**config.mk**
```make
export PLATFORM = sky130hd
export DESIGN_NAME = afifo_wgen
export DESIGN_NICKNAME = d
export VERILOG_FILES = /design/src/rtl/afifo_pkg.sv /design/src/rtl/afifo_wgen_pattern.sv /design/src/rtl/afifo_wgen.sv
export SDC_FILE = /design/constraint.sdc
export NUM_CORES = 1
export LEC_CHECK = 0
export BUFFER_PORTS_ARGS = -buffer_cell sky130_fd_sc_hd__buf_2
export CORE_MARGIN = 1
export CORE_UTILIZATION = 56
export DETAILED_ROUTE_END_ITERATION = 16
export PLACE_DENSITY = 0.81
export SYNTH_ARGS = -nofsm -noshare
export SYNTH_HDL_FRONTEND = slang
export SYNTH_SLANG_ARGS = --single-unit
export TNS_END_PERCENT = 30
```
**constraint.sdc**
```tcl
create_clock -name wclk -period 5.6 [get_ports wclk]
set_input_delay 1.12 -clock wclk [delete_from_list [all_inputs] [get_ports wclk]]
set_output_delay 1.12 -clock wclk [all_outputs]
set_load 0.02 [all_outputs]
```
**src/rtl/afifo_pkg.sv**
```systemverilog
// Shared types and constants for the async FIFO traffic generators and checkers.
package afifo_pkg;

    typedef enum logic [1:0] {
        IDLE  = 2'd0,
        WRITE = 2'd1,
        DONE  = 2'd2
    } wgen_state_e;

    typedef enum logic [1:0] {
        MODE_INC   = 2'd0,
        MODE_CONST = 2'd1,
        MODE_LFSR  = 2'd2
    } wgen_mode_e;

    // x^32 + x^22 + x^2 + x + 1
    localparam logic [31:0] DEFAULT_LFSR_TAPS = 32'h8020_0003;

endpackage

```
**src/rtl/afifo_wgen_pattern.sv**
```systemverilog
// Data pattern function: produces either the first word of a burst (first=1)
// or the word that follows 'word' in the selected mode. Shared with the read-side checker.
module afifo_wgen_pattern
    import afifo_pkg::*;
#(
    parameter int                    DATA_WIDTH = 32,
    parameter logic [DATA_WIDTH-1:0] LFSR_TAPS  = DATA_WIDTH'(DEFAULT_LFSR_TAPS)
) (
    input  logic                  first,
    input  logic [1:0]            mode,
    input  logic [DATA_WIDTH-1:0] word,
    output logic [DATA_WIDTH-1:0] next_word
);

    // An all-zero LFSR state never leaves zero, so a zero seed is bumped to 1.
    always_comb begin
        next_word = word + DATA_WIDTH'(1);
        if (first) begin
            if (mode == MODE_LFSR && word == '0) begin
                next_word = DATA_WIDTH'(1);
            end else begin
                next_word = word;
            end
        end else begin
            case (mode)
                MODE_CONST: next_word = word;
                MODE_LFSR:  next_word = {word[DATA_WIDTH-2:0], ^(word & LFSR_TAPS)};
                default:    next_word = word + DATA_WIDTH'(1);
            endcase
        end
    end

endmodule

```
**src/rtl/afifo_wgen.sv**
```systemverilog
// Write-side burst traffic generator for the async FIFO: one command at a time,
// full back-pressure on wfull, saturating word and stall counters.
module afifo_wgen
    import afifo_pkg::*;
#(
    parameter int                    DATA_WIDTH = 32,
    parameter int                    ADDR_WIDTH = 8,
    parameter int                    LEN_WIDTH  = ADDR_WIDTH + 8,
    parameter logic [DATA_WIDTH-1:0] LFSR_TAPS  = DATA_WIDTH'(DEFAULT_LFSR_TAPS)
) (
    input  logic                  wclk,
    input  logic                  wrst,
    input  logic                  cmd_valid,
    output logic                  cmd_ready,
    input  logic [LEN_WIDTH-1:0]  cmd_len,
    input  logic [DATA_WIDTH-1:0] cmd_seed,
    input  logic [1:0]            cmd_mode,
    input  logic                  abort,
    output logic                  winc,
    output logic [DATA_WIDTH-1:0] wdata,
    input  logic                  wfull,
    output logic                  busy,
    output logic                  done,
    output logic                  done_aborted,
    output logic [31:0]           words_written,
    output logic [31:0]           stall_cycles
);

    wgen_state_e           state_q, state_d;
    logic [LEN_WIDTH-1:0]  remaining_q, remaining_d;
    logic [1:0]            mode_q, mode_d;

    logic                  winc_d;
    logic [DATA_WIDTH-1:0] wdata_d;
    logic                  busy_d;
    logic                  done_d;
    logic                  done_aborted_d;
    logic [31:0]           words_d;
    logic [31:0]           stall_d;

    logic                  handshake;
    logic                  accept;
    logic                  last_accept;
    logic                  pat_first;
    logic [1:0]            pat_mode;
    logic [DATA_WIDTH-1:0] pat_word_in;
    logic [DATA_WIDTH-1:0] pat_word;

    assign cmd_ready   = (state_q == IDLE);
    assign handshake   = cmd_valid && (state_q == IDLE);
    assign accept      = (state_q == WRITE) && winc && !wfull;
    assign last_accept = accept && (remaining_q == LEN_WIDTH'(1));

    // In IDLE the pattern unit fixes up the incoming seed; otherwise it advances wdata.
    assign pat_first   = (state_q == IDLE);
    assign pat_mode    = pat_first ? cmd_mode : mode_q;
    assign pat_word_in = pat_first ? cmd_seed : wdata;

    afifo_wgen_pattern #(
        .DATA_WIDTH (DATA_WIDTH),
        .LFSR_TAPS  (LFSR_TAPS)
    ) u_pattern (
        .first     (pat_first),
        .mode      (pat_mode),
        .word      (pat_word_in),
        .next_word (pat_word)
    );

    always_ff @(posedge wclk or posedge wrst) begin
        if (wrst) begin
            state_q <= IDLE;
        end else begin
            state_q <= state_d;
        end
    end

    always_comb begin
        state_d = state_q;
        case (state_q)
            IDLE: begin
                if (cmd_valid) begin
                    state_d = (cmd_len != '0) ? WRITE : DONE;
                end
            end
            WRITE: begin
                if (abort || last_accept) begin
                    state_d = DONE;
                end
            end
            DONE:    state_d = IDLE;
            default: state_d = IDLE;
        endcase
    end

    // Next values of every registered output; a completing last word beats a coincident abort.
    always_comb begin
        winc_d         = (state_d == WRITE);
        busy_d         = (state_d != IDLE);
        done_d         = (state_d == DONE);
        done_aborted_d = (state_q == WRITE) && abort && !last_accept;
        wdata_d        = wdata;
        remaining_d    = remaining_q;
        mode_d         = mode_q;
        words_d        = words_written;
        stall_d        = stall_cycles;

        if (handshake) begin
            mode_d      = cmd_mode;
            remaining_d = cmd_len;
            if (cmd_len != '0) begin
                wdata_d = pat_word;
            end
        end else if (accept) begin
            remaining_d = remaining_q - LEN_WIDTH'(1);
            wdata_d     = pat_word;
        end

        if (accept && words_written != 32'hFFFF_FFFF) begin
            words_d = words_written + 32'd1;
        end
        if (winc && wfull && stall_cycles != 32'hFFFF_FFFF) begin
            stall_d = stall_cycles + 32'd1;
        end
    end

    always_ff @(posedge wclk or posedge wrst) begin
        if (wrst) begin
            winc          <= 1'b0;
            wdata         <= '0;
            busy          <= 1'b0;
            done          <= 1'b0;
            done_aborted  <= 1'b0;
            remaining_q   <= '0;
            mode_q        <= 2'd0;
            words_written <= '0;
            stall_cycles  <= '0;
        end else begin
            winc          <= winc_d;
            wdata         <= wdata_d;
            busy          <= busy_d;
            done          <= done_d;
            done_aborted  <= done_aborted_d;
            remaining_q   <= remaining_d;
            mode_q        <= mode_d;
            words_written <= words_d;
            stall_cycles  <= stall_d;
        end
    end

endmodule

```
After elaboration in Yosys (flattened, before gate mapping)
Cells that the tools add are included.
{"block": "word_totals", "regBits": 120, "input_bits": 55, "elab_cells": 57, "out_inout_bits": 101}
{"block": "classes", "addsub": 4, "n_eq_ne": 9, "reduce_logical": 20, "muxes": 14}
{"operator": "32-bit two-way mux", "count": 6}
{"operator": "32-bit by 1-bit adder with 32-bit output, second input constant", "count": 3}
{"operator": "32-bit inequality test, second input constant", "count": 2}
{"operator": "32-bit case mux with 2 select lines", "count": 1}
{"operator": "32-bit logical NOT", "count": 1}
{"operator": "16-bit two-way mux", "count": 2}
{"operator": "32-bit parity", "count": 1}
{"operator": "16-bit by 1-bit == test with 1-bit output, second input constant", "count": 1}
{"operator": "16-bit nonzero test", "count": 1}
{"operator": "16-bit by 1-bit subtractor with 16-bit output, second input constant", "count": 1}
{"operator": "1-bit logical AND", "count": 10}
{"operator": "2-bit two-way mux", "count": 4}
{"operator": "2-bit by 1-bit == test with 1-bit output, second input constant", "count": 3}
{"operator": "2-bit == test, second input constant", "count": 2}
{"operator": "2-bit case mux with 2 select lines", "count": 1}
{"operator": "2-bit nonzero test", "count": 2}
{"operator": "1-bit logical NOT", "count": 2}
{"operator": "2-bit logical NOT", "count": 1}
{"operator": "2-bit by 1-bit inequality test with 1-bit output, second input constant", "count": 1}
{"operator": "2-bit AND reduction", "count": 1}
{"operator": "1-bit logical OR", "count": 1}

Logic depth before layout (Yosys ltp)
{"block": "depth", "depth_word": 8, "ltp_mapped": 18, "mapped_depth_nobuf": 11}

Hierarchy
Synthesis repeated with hierarchy kept, for this count alone.
{"block": "unflattened", "hier_cells": 797, "hier_area_um2": 7583.5}
{"module": "afifo_wgen", "n_inst": 1, "seq_area_each_um2": 3002.9, "area_each_um2": 5983.2, "cells_per_inst": 525}
{"module": "afifo_wgen_pattern", "n_inst": 1, "seq_area_each_um2": 0.0, "area_each_um2": 1600.3, "cells_per_inst": 272}

Least setup slack after synthesis
No wires, ideal clock.
{"block": "synth_timing", "kind": "reg2reg", "from": "register state_q[1]", "to": "register wdata[0]", "arrival_ps": 3318, "synth_period_minus_slack_ps": 3443, "slack_ps": 2157, "n_path_buf": 7, "setup_ps": 125, "stages_incl_launch_ff": 17, "t_required_ps": 5475, "cell_sequence": "dfrtp_1 -> clkbuf_2 -> or2_2 -> buf_2 -> inv_1 -> buf_4 -> buf_4 -> buf_2 -> buf_2 -> mux2i_1 -> ha_1 -> clkbuf_1 -> nor4b_1 -> nand4_1 -> o31ai_1 -> nor3_1 -> a2111oi_0"}
{"block": "synth_via", "elab_chain_cells": 8, "word_cells_on_any_way": 22, "classes_between": "add/sub: 1; eq/ne: 4; mux: 8; reduce/logical: 9"}
{"item": "from (decl)", "line": "afifo_wgen.sv:29", "rtl": "wgen_state_e state_q, state_d;"}
{"item": "from (signal assigned)", "line": "afifo_wgen.sv:73", "rtl": "state_q <= state_d;"}
{"item": "2-bit logical NOT (*)"}
{"item": "net cmd_ready", "line": "afifo_wgen.sv:14", "rtl": "output logic cmd_ready,"}
{"item": "branches (longest 7 deep; another with 32-bit by 1-bit adder with 32-bit output)"}
{"item": "to (signal assigned)", "line": "afifo_wgen.sv:139", "rtl": "wdata <= wdata_d;"}
{"item": "to (decl)", "line": "afifo_wgen.sv:20", "rtl": "output logic [DATA_WIDTH-1:0] wdata,"}
Mark *: on every way through the listed nets, which the timed path passes. The select of a mux whose other input is x is not followed.
A chain may end at the register's enable or synchronous reset.

Final worst setup path
{"block": "layout_timing", "from": "register state_q[0]", "to": "register wdata[26]"}
{"block": "layout_via", "elab_chain_cells": 8, "word_cells_on_any_way": 21, "classes_between": "add/sub: 1; eq/ne: 4; mux: 8; reduce/logical: 8"}
{"item": "branches (longest 8 deep; another with 32-bit by 1-bit adder with 32-bit output)"}
Several ways; the timed one is not identified. The select of a mux whose other input is x is not followed.

==> out/results.md <==
| Result | Value |
|:---|:---|
| Number of different library cells in the post-synthesis netlist | 74 |
| Fraction of layout cells with a size suffix above 1 | 22.73% |
| Endpoint kind of the worst setup timing path | flip-flop |
| Min cycle time layout | 4.098 ns |
| DRC marker count from the first detailed-route iteration | 868 |
| Area Growth Syn to Fin | 19.51% |
| Die Area | 14390 um^2 |
| Die boundary height | 119.9 um |
| Skew-Pair Late Insertion Delay | 0.42 ns |
| EDFF count, synth | 0 |
| Internal reg-to-reg setup slack | 1.50 ns |
| Worst EP required | 5.92 ns |
| CORE AREA | 13400 um^2 |
| Min-delay worst type | reg -> reg |
| Power Total | 0.005105 W |
| Launching element type of the critical path | flip-flop |
| Hold buffer count at cts | 0 |
| Buffers & Inverters on Critical Path | 4 |
| Clock tree skew after final layout | 0.007872 ns |
| Number of register bits inferred by synthesis | 120 |
| R2R Path End | wdata[26] |
| Maximum number of pins on one net before global-route repair | 71 |
| Post-detailed-route count of antenna-violating nets | 0 |
| Fin util | 69.48% |
| Clock buffers created by TritonCTS | 17 |
| Placed wire-length estimate after detailed placement | 15320 um |
| Wire length reported by the detailed router | 22360 um |
| Leading cell types in the layout, fill and taps excluded | sky130_fd_sc_hd__buf_2, sky130_fd_sc_hd__nand2_1, sky130_fd_sc_hd__dfrtp_1, sky130_fd_sc_hd__xnor2_1, sky130_fd_sc_hd__nor2_1 |
| Area used by multi-input combinational logic | 4511 um^2 |
| Worst IR drop on VDD | 378.4 uV |
| Fillcell total | 1085 |
| Actual transition at the worst max-transition pin | 1.163 ns |
| Maximum clock path buffer count | 2 |
| Initial cell density of the core | 58.13% |
| Mapped Area | 7790 um^2 |
| Vias in the first global route | 7114 |
| Setup repair after global routing missed its margin | no |
| Final-report setup violation count | 0 |
| Post-synth top flop | sky130_fd_sc_hd__dfrtp_1 |
| Critical path start-end classification | reg -> reg |
| Data arrival at the endpoint of the critical path | 4.42 ns |
| CTS root buf | sky130_fd_sc_hd__clkbuf_16 |
| Placement row count | 42 |
| Depth of the CTS H-tree | 4 |
| Aggregate global-route resource usage | 31.89% |
| Number of placed instances with taps included | 1178 |
| Post-CTS setup repair buffer count | 0 |
| Cell-by-cell listing of the critical path | buf_4 -> or2_2 -> inv_1 -> buf_4 -> mux2_2 -> ha_1 -> inv_1 -> a21oi_2 -> nand4_1 -> nor4b_4 -> a31oi_1 -> o31ai_2 |
| Crit path largest cell delay | 0.68 ns |
| Sum Neg Setup Slack | 0 ns |
| First-pass GRT wire length | 36290 um |
| Boundary Pins | 156 |
| Worst setup endpoint | wdata[26] |
| Clock tree from TritonCTS | built |
| Count of placed standard cells in the final layout, fillers left out | 1210 |
| Remaining max-slew budget at the tightest pin | 22.43% |
| Dominant delay contributor by cell family on the critical path | simple AND/OR/NAND/NOR gates |
| Leakage dissipation | 4.261 nW |
| Port Buffers | 155 |
| Cts repair resizes | 0 |
| Max-slew violation count | 0 |
| Per-instance average area after synthesis | 8.842 um^2 |
| Number of antenna violations at the first check in global routing | 0 |
| Worst R2R Path Depth | 12 |
| Critical Path Fanout Max | 45 |
| Total congestion overflow after global routing | 0 |
| Post-route worst hold slack | 0.4925 ns |
| Max Fclk | 244.0 MHz |
| Mapped Nets | 944 |
| Number of nets in the layout | 1084 |
| Total number of cells along the worst setup path | 12 |
| Share of synthesized area occupied by flip-flops and latches | 38.55% |
| Global placer's final weighted congestion | 0.9416 |
| Power per unit of standard cell area | 548.3 nW/um^2 |
| Total of max-cap violations | 0 |
| Gate count of the mapped netlist | 881 |
| Sequential Area | 3003 um^2 |
| Critical R2R Launch | state_q[0] |
| Final hold vios | 0 |
| Clock slew at the register clock pins of the worst setup and hold paths | 0.06 ns |
| Average wire per cell in the routed design | 18.48 um |
| Vias/cell | 6.369 |
| Commonest non-fill, non-tap cell in the layout | sky130_fd_sc_hd__buf_2 |
| Proportion of register bits with asynchronous set or reset after synthesis | 100.0% |
| DRC | 0 |
| Total inserted antenna cells | 0 |
| Crit. Startpoint | state_q[0] |
| Router iterations before antenna repair | 7 |
| Via count | 7706 |
| Final critical-path share of the clock period | 73.17% |
| Horiz. Die Dim | 119.9 um |
| Max stage delay cell, worst path | sky130_fd_sc_hd__or2_2 |
| TritonCTS Sinks | 120 |
| Count of cells along the worst hold path | 1 |
| Count of warnings emitted by yosys | 0 |
| Run status | completed |
-- sequential cells by signal (all words and copies together), names as in the netlist --
register / flops
stall_cycles: 32
wdata: 32
words_written: 32
remaining_q: 16
mode_q: 2
state_q: 2
busy: 1
done: 1
done_aborted: 1
winc: 1
-- power by group --
part | switching, W | internal [W] | total (W)
combinational | 0.00163 | 0.000915 | 0.00255
clock | 0.000423 | 0.000773 | 0.00120
sequential | 0.000272 | 0.00109 | 0.00136
total | 0.00233 | 0.00278 | 0.00510
-- cell families after synthesis --
| family | count (synthesis) | share of synthesized area (%) |
|---|---|---|
| buf+inv | 65 | 3.678 |
| compound gates | 193 | 17.40 |
| simple gates | 386 | 26.49 |
| flops | 120 | 38.55 |
| xor+xnor | 96 | 10.79 |
| mux | 13 | 1.815 |
| fa+ha+maj | 8 | 1.285 |
-- synth_stat cells (all sizes together), types with 3 or more instances --
library cell	count	area, um^2
nand2	138	518.0
dfrtp	120	3003
xnor2	63	551.8
nor2	62	232.7
o21ai	54	270.3
nand3	40	205.2
xor2	33	289.0
nand4	29	181.4
clkbuf	28	106.4
a21oi	26	133.9
nor3	23	125.1
a221oi	21	190.2
inv	21	78.82
o211ai	19	142.6
nor4	18	127.6
buf	16	101.3
and3	15	93.84
a22oi	14	110.1
and4	12	105.1
a22o	9	78.83
a31oi	9	56.30
mux2	9	101.4
ha	8	100.1
or3b	7	63.82
or4bb	7	78.83
a221o	6	60.06
nor4b	6	82.58
o31ai	6	60.06
or3	6	47.54
a21o	5	37.54
and2	5	31.28
nand4bb	5	61.31
mux2i	4	40.04
or4	4	37.53
a211oi	3	22.52
nand3b	3	22.52
-- per-layer routing --
layer  global-route usage [%]  routed length, um
met3                    6.749               1884
met1                    42.49               9417
met2                    50.65              10470
met5                        0                  0
met4                    12.34                586
-- worst min-delay path by stage --
stage,start,end,slack (ns)
3_5_place_dp,mode_q[1],mode_q[1],0.48
6_report,words_written[10],words_written[10],0.49
2_1_floorplan,mode_q[0],mode_q[0],0.44
4_1_cts,stall_cycles[11],stall_cycles[11],0.49
5_1_grt,words_written[10],words_written[10],0.50
3_3_place_gp,words_written[10],words_written[10],0.47
-- metrics by stage --
| stage | area (um^2) | worst slack, ns |
|---|---|---|
| final | 9310 | 1.502 |
| after global routing | 9310 | 1.215 |
| after CTS | 9310 | 1.591 |
| after detailed placement | 8666 | 1.637 |
| after global placement | 8666 | 1.722 |
| after floorplan | 7790 | 1.294 |
-- area by class of cell --
cell class              instances  area share [%]
multi-input cells             696           48.45
repair buffers                165           9.139
flip-flops and latches        120           32.25
inverters                      21          0.8735
well taps                     176           2.365
clock inverters                13           2.056
clock buffers                  19           4.865
Power figures use the tool's default switching activity.
